$ cat config.mk
export PLATFORM = sky130hd
export DESIGN_NAME = sram_port_arbiter_flat
export DESIGN_NICKNAME = d
export VERILOG_FILES = /design/src/rtl/sram_port_arbiter_if.sv /design/src/rtl/sram_port_arbiter.sv /design/src/flat_wrapper.sv
export SDC_FILE = /design/constraint.sdc
export NUM_CORES = 1
export LEC_CHECK = 0
export ABC_AREA = 0
export CORE_AREA = 8 8 154 156
export CTS_CLUSTER_SIZE = 25
export DETAILED_ROUTE_END_ITERATION = 8
export DIE_AREA = 0 0 162 164
export GPL_TIMING_DRIVEN = 0
export PLACE_DENSITY = 0.51
export SLEW_MARGIN = 20
export SYNTH_ARGS = -nofsm -noshare
export SYNTH_HDL_FRONTEND = slang
export SYNTH_SLANG_ARGS = --single-unit
$ cat constraint.sdc
create_clock -name clock -period 1.7 [get_ports clock]
set_input_delay 0.17 -clock clock [delete_from_list [all_inputs] [get_ports clock]]
set_output_delay 0.17 -clock clock [all_outputs]
set_load 0.005 [all_outputs]
$ cat src/rtl/sram_port_arbiter_if.sv
// rtl/sram_port_arbiter_if.sv - core-side request/response and memory-side signals of the SRAM port arbiter
interface sram_port_arbiter_if;
   logic        inst_req;
   logic [31:0] inst_addr;
   logic        inst_gnt;
   logic        inst_rvalid;
   logic [31:0] inst_rdata;

   logic        data_req;
   logic [7:0]  data_wen;
   logic [31:0] data_addr;
   logic [63:0] data_wdata;
   logic        data_gnt;
   logic        data_rvalid;
   logic [63:0] data_rdata;

   logic        mem_en;
   logic [7:0]  mem_wen;
   logic [31:0] mem_addr;
   logic [63:0] mem_wdata;
   logic [63:0] mem_rdata;

   // Arbiter side
   modport slave (
      input  inst_req, inst_addr,
      output inst_gnt, inst_rvalid, inst_rdata,
      input  data_req, data_wen, data_addr, data_wdata,
      output data_gnt, data_rvalid, data_rdata,
      output mem_en, mem_wen, mem_addr, mem_wdata,
      input  mem_rdata
   );

   // Core requesters and physical memory side
   modport master (
      output inst_req, inst_addr,
      input  inst_gnt, inst_rvalid, inst_rdata,
      output data_req, data_wen, data_addr, data_wdata,
      input  data_gnt, data_rvalid, data_rdata,
      input  mem_en, mem_wen, mem_addr, mem_wdata,
      output mem_rdata
   );
endinterface

$ cat src/rtl/sram_port_arbiter.sv
// rtl/sram_port_arbiter.sv - fixed-priority data/instruction arbiter for one 64-bit single-port SRAM
module sram_port_arbiter #(
   parameter int STARVE_LIMIT = 4
) (
   input  logic                clock,
   input  logic                reset_n,
   sram_port_arbiter_if.slave  bus
);

   typedef enum logic [1:0] {
      RESP_NONE = 2'd0,
      RESP_INST = 2'd1,
      RESP_DATA = 2'd2
   } resp_owner_t;

   localparam logic [3:0] LIMIT = 4'(STARVE_LIMIT);

   resp_owner_t resp_owner;
   logic        resp_hi;
   logic [3:0]  streak;
   logic        inst_gnt;
   logic        data_gnt;

   // Low address bits select bytes inside the word; the arbiter never looks at them
   logic unused_addr_bits;
   assign unused_addr_bits = ^{bus.inst_addr[1:0], bus.data_addr[2:0]};

   // Grant decision: data wins unless the instruction side has waited STARVE_LIMIT grants
   always_comb begin
      inst_gnt = 1'b0;
      data_gnt = 1'b0;
      if (reset_n) begin
         if (bus.data_req && (!bus.inst_req || (streak < LIMIT))) begin
            data_gnt = 1'b1;
         end else if (bus.inst_req) begin
            inst_gnt = 1'b1;
         end
      end
   end

   assign bus.inst_gnt = inst_gnt;
   assign bus.data_gnt = data_gnt;

   // Drive the memory from whichever requester is granted this cycle; idle bus is all zeros
   always_comb begin
      bus.mem_en    = 1'b0;
      bus.mem_wen   = 8'h00;
      bus.mem_addr  = 32'h0;
      bus.mem_wdata = 64'h0;
      if (data_gnt) begin
         bus.mem_en    = 1'b1;
         bus.mem_wen   = bus.data_wen;
         bus.mem_addr  = {bus.data_addr[31:3], 3'b000};
         bus.mem_wdata = bus.data_wdata;
      end else if (inst_gnt) begin
         bus.mem_en    = 1'b1;
         bus.mem_addr  = {bus.inst_addr[31:3], 3'b000};
      end
   end

   // Remember who owns the access in flight and which instruction lane it wants
   always_ff @(posedge clock or negedge reset_n) begin
      if (!reset_n) begin
         resp_owner <= RESP_NONE;
         resp_hi    <= 1'b0;
      end else if (inst_gnt) begin
         resp_owner <= RESP_INST;
         resp_hi    <= bus.inst_addr[2];
      end else if (data_gnt) begin
         resp_owner <= RESP_DATA;
      end else begin
         resp_owner <= RESP_NONE;
      end
   end

   // Count data grants taken while an instruction fetch waits; saturates at the limit
   always_ff @(posedge clock or negedge reset_n) begin
      if (!reset_n) begin
         streak <= 4'd0;
      end else if (!bus.inst_req || inst_gnt) begin
         streak <= 4'd0;
      end else if (data_gnt && (streak < LIMIT)) begin
         streak <= streak + 4'd1;
      end
   end

   assign bus.inst_rvalid = (resp_owner == RESP_INST);
   assign bus.data_rvalid = (resp_owner == RESP_DATA);
   assign bus.inst_rdata  = resp_hi ? bus.mem_rdata[63:32] : bus.mem_rdata[31:0];
   assign bus.data_rdata  = bus.mem_rdata;

endmodule

$ cat src/flat_wrapper.sv
// flat-port wrapper written by rule: the top's interface ports become plain ports
module sram_port_arbiter_flat 
#(
   parameter int STARVE_LIMIT = 4
)
  (clock, reset_n, bus_inst_req, bus_inst_addr, bus_inst_gnt, bus_inst_rvalid, bus_inst_rdata, bus_data_req, bus_data_wen, bus_data_addr, bus_data_wdata, bus_data_gnt, bus_data_rvalid, bus_data_rdata, bus_mem_en, bus_mem_wen, bus_mem_addr, bus_mem_wdata, bus_mem_rdata);
  sram_port_arbiter_if bus_i ();
  input  logic clock;
  input  logic reset_n;
  input wire logic [$bits(bus_i.inst_req)-1:0] bus_inst_req;
  input wire logic [$bits(bus_i.inst_addr)-1:0] bus_inst_addr;
  output wire logic [$bits(bus_i.inst_gnt)-1:0] bus_inst_gnt;
  output wire logic [$bits(bus_i.inst_rvalid)-1:0] bus_inst_rvalid;
  output wire logic [$bits(bus_i.inst_rdata)-1:0] bus_inst_rdata;
  input wire logic [$bits(bus_i.data_req)-1:0] bus_data_req;
  input wire logic [$bits(bus_i.data_wen)-1:0] bus_data_wen;
  input wire logic [$bits(bus_i.data_addr)-1:0] bus_data_addr;
  input wire logic [$bits(bus_i.data_wdata)-1:0] bus_data_wdata;
  output wire logic [$bits(bus_i.data_gnt)-1:0] bus_data_gnt;
  output wire logic [$bits(bus_i.data_rvalid)-1:0] bus_data_rvalid;
  output wire logic [$bits(bus_i.data_rdata)-1:0] bus_data_rdata;
  output wire logic [$bits(bus_i.mem_en)-1:0] bus_mem_en;
  output wire logic [$bits(bus_i.mem_wen)-1:0] bus_mem_wen;
  output wire logic [$bits(bus_i.mem_addr)-1:0] bus_mem_addr;
  output wire logic [$bits(bus_i.mem_wdata)-1:0] bus_mem_wdata;
  input wire logic [$bits(bus_i.mem_rdata)-1:0] bus_mem_rdata;
  assign bus_i.inst_req = bus_inst_req;
  assign bus_i.inst_addr = bus_inst_addr;
  assign bus_inst_gnt = bus_i.inst_gnt;
  assign bus_inst_rvalid = bus_i.inst_rvalid;
  assign bus_inst_rdata = bus_i.inst_rdata;
  assign bus_i.data_req = bus_data_req;
  assign bus_i.data_wen = bus_data_wen;
  assign bus_i.data_addr = bus_data_addr;
  assign bus_i.data_wdata = bus_data_wdata;
  assign bus_data_gnt = bus_i.data_gnt;
  assign bus_data_rvalid = bus_i.data_rvalid;
  assign bus_data_rdata = bus_i.data_rdata;
  assign bus_mem_en = bus_i.mem_en;
  assign bus_mem_wen = bus_i.mem_wen;
  assign bus_mem_addr = bus_i.mem_addr;
  assign bus_mem_wdata = bus_i.mem_wdata;
  assign bus_i.mem_rdata = bus_mem_rdata;
  sram_port_arbiter #(.STARVE_LIMIT(STARVE_LIMIT)) u_core (.clock(clock), .reset_n(reset_n), .bus(bus_i));
endmodule
==> impl_metrics.env <==
export IMPL_status="finished, violations left"
export IMPL_fmax_ghz=0.527
export IMPL_grt_usage=0.119
export IMPL_clock_power_share=0.158
export IMPL_whs_endpoint="u_core.streak[1]"
export IMPL_wl_um=17900
export IMPL_cp_arrival_ps=1730
export IMPL_fin_ws_ps=-196
export IMPL_die_w_um=162
export IMPL_drt_wirelength_per_cell_um=18.3
export IMPL_syn_area_per_cell_um2=8.29
export IMPL_synth_sequential_area_ratio=0.0848
export IMPL_period_needed_ps=1900
export IMPL_regArea_um2=178
export IMPL_synthCells=249
export IMPL_r2r_slack_ps=360
export IMPL_area_growth_syn_to_layout_pct=243
export IMPL_slew_violations=0
export IMPL_reg2regPathDepth=5
export IMPL_drive_gt1_frac=0.479
export IMPL_cts_root_buf="clkbuf_16"
export IMPL_io_pins=409
export IMPL_path_class="flop to output pin"
export IMPL_hpwl_um=15100
export IMPL_drc=0
export IMPL_ir_drop_mv=0.237
export IMPL_grt_pass1_wl_um=24300
export IMPL_grt_max_degree=11
export IMPL_antenna_found_initial=0
export IMPL_clock_sinks=7
export IMPL_gr_total_overflow=0
export IMPL_core_mm2=0.0214
export IMPL_clk_latency_ps=230
export IMPL_ys_top_cells_by_area="buf_4 24%, and2_1 22%, mux2_2 18%, a22o_1 12%, dfrtp_1 8.5%"
export IMPL_startpoint_type="flop"
export IMPL_hp_class="input pin to flop"
export IMPL_clk_pin_slew_ps=40
export IMPL_synth_top_area_cell="buf_4"
export IMPL_finalClockSkew_ps=0.388
export IMPL_dp_slack_ps=-1140
export IMPL_rows=54
export IMPL_required_ps=1530
export IMPL_seq_power_share=0.073
export IMPL_first_pass_iters=6
export IMPL_yosys_warnings=0
export IMPL_routabilityCongestion=0.763
export IMPL_fin_nets=906
export IMPL_switching_power_mw=0.694
export IMPL_cp_max_fo=6
export IMPL_diodes=0
export IMPL_rr_startpoint="u_core.streak[2]"
export IMPL_port_buffers=400
export IMPL_crit_path_end_kind="output pin"
export IMPL_grt_pass1_vias=3682
export IMPL_max_cap_viol_count=0
export IMPL_cts_max_path_buffers=2
export IMPL_violations="setup timing"
export IMPL_r2r_end="u_core.resp_hi"
export IMPL_whs_path_depth=3
export IMPL_nFillCells=2245
export IMPL_netSwitchingFraction=0.272
export IMPL_vias_per_cell=3.46
export IMPL_rsz0062_at_grt="yes"
export IMPL_crit_start="u_core.streak[3]"
export IMPL_synth_top_cell_area_share=0.244
export IMPL_h_tree_depth=1
export IMPL_drt_iter0_markers=72
export IMPL_die_h_um=164
export IMPL_setup_viol=92
export IMPL_holdWs_ps=387
export IMPL_multiInputGateArea_mm2=0.00137
export IMPL_fin_crit_sh=1.12
export IMPL_final_util=0.332
export IMPL_yosysUniqueCellTypes=22
export IMPL_intPower_mw=1.86
export IMPL_power_density_mw_per_mm2=361
export IMPL_start_util=0.0967
export IMPL_cts_buffers=3
export IMPL_synth_seq_cells=7
export IMPL_min_delay_start="reset_n"
export IMPL_syn_cell_area_mm2=0.00206
export IMPL_ant_nets=0
export IMPL_cts_tree="done"
export IMPL_hold_viol_final=0
export IMPL_dieArea_mm2=0.0266
export IMPL_p_comb_frac=0.769
export IMPL_dr_total_vias=3389
export IMPL_power_leakage_nw=3.26
==> cell usage in the layout, fill, tap and decap left out, types with 5 or more instances in the layout <==
cell,instances
mux2_2,31
buf_2,65
dfrtp_1,5
clkbuf_16,7
dlygate4sd2_1,14
a22o_1,28
buf_4,79
buf_8,17
and2_1,31
buf_6,66
buf_12,8
and2_4,42
clkdlybuf4s50_1,262
clkbuf_2,5
==> power groups by stage <==
| stage | Combinational [mW] | Sequential [mW] | Clock [mW] |
|---|---|---|---|
| finish | 1.97 | 0.187 | 0.404 |
| CTS | 1.93 | 0.188 | 0.404 |
| global placement | 1.75 | 0.181 | 0 |
| floorplan | 0.526 | 0.181 | 0 |
| detailed placement | 1.74 | 0.181 | 0 |
| global route | 2.09 | 0.189 | 0.420 |
==> state kept, by name, indices dropped and copies added (netlist names) <==
register	flops
u_core.streak	4
u_core.resp_hi	1
u_core.resp_owner	2
==> kinds of logic after synthesis <==
family | after synthesis | synth area share
adder cells (fa/ha/maj) | 1 | 0.00606
AO/OA/AOI/OAI | 35 | 0.147
multiplexers | 33 | 0.180
AND/OR/NAND/NOR | 87 | 0.258
other | 1 | 0.00182
buffers and inverters | 85 | 0.322
flip-flops | 7 | 0.0848
==> cell usage after synthesis, drive strengths merged <==
cell	instances
clkbuf	2
nor2b	3
dfrtp	7
o31ai	1
o21ai	2
nand3b	1
and2	73
conb	1
o21a	2
ha	1
nand3	2
buf	83
mux2	33
nand2	5
a21oi	1
nor2	3
a22o	29
==> layout make-up <==
class / count / area share
well taps: 280 / 0.0495
repair buffers: 446 / 0.613
flip-flops and latches: 7 / 0.0251
plain buffers: 84 / 0.108
clock buffers: 4 / 0.0111
multi-input cells: 159 / 0.193
==> routing by layer <==
| layer | share of wire | track usage | up-vias |
|---|---|---|---|
| met5 | 0 | 0 | - |
| met4 | 0.0042 | 0.0126 | 0 |
| met3 | 0.094 | 0.0366 | 5 |
| met2 | 0.53 | 0.227 | 214 |
| met1 | 0.37 | 0.132 | 1496 |
| li1 | - | - | 1674 |
==> repair_timing <==
item                                    CTS  global route
endpoints found under the hold margin     7             0
pin swaps                                35            39
endpoints found under the setup margin  138           121
hold buffers                              1             0
resized for setup                       584            72
setup buffers                            33             7
cloned                                    7             4
==> through the flow <==
step	area [um2]	power [mW]	TNS, ps	std cells
finish	7080	2.56	-6530	980
global route	7080	2.70	-13540	980
CTS	6820	2.52	-20960	975
detailed placement	6430	1.92	-99700	931
global placement	6430	1.93	-99820	931
floorplan	2070	0.707	0	251
==> worst max path at each step <==
stage,end,slack [ps],cells after the start
final,bus_mem_addr[17],-200,8
after global routing,bus_mem_addr[17],-280,8
after CTS,bus_mem_wdata[46],-340,8
after detailed placement,bus_mem_addr[23],-1140,6
after global placement,bus_mem_addr[23],-1120,6
after floorplan,bus_mem_addr[10],420,5
==> worst max-delay path, stage by stage (launching register included) <==
cell	delay [ps]
dfrtp_2	410
o21a_4	210
nor2_4	150
buf_8	140
buf_12	110
buf_12	120
buf_8	110
a22o_1	130
buf_6	100
No activity file was read; power rests on OpenSTA's default activity.
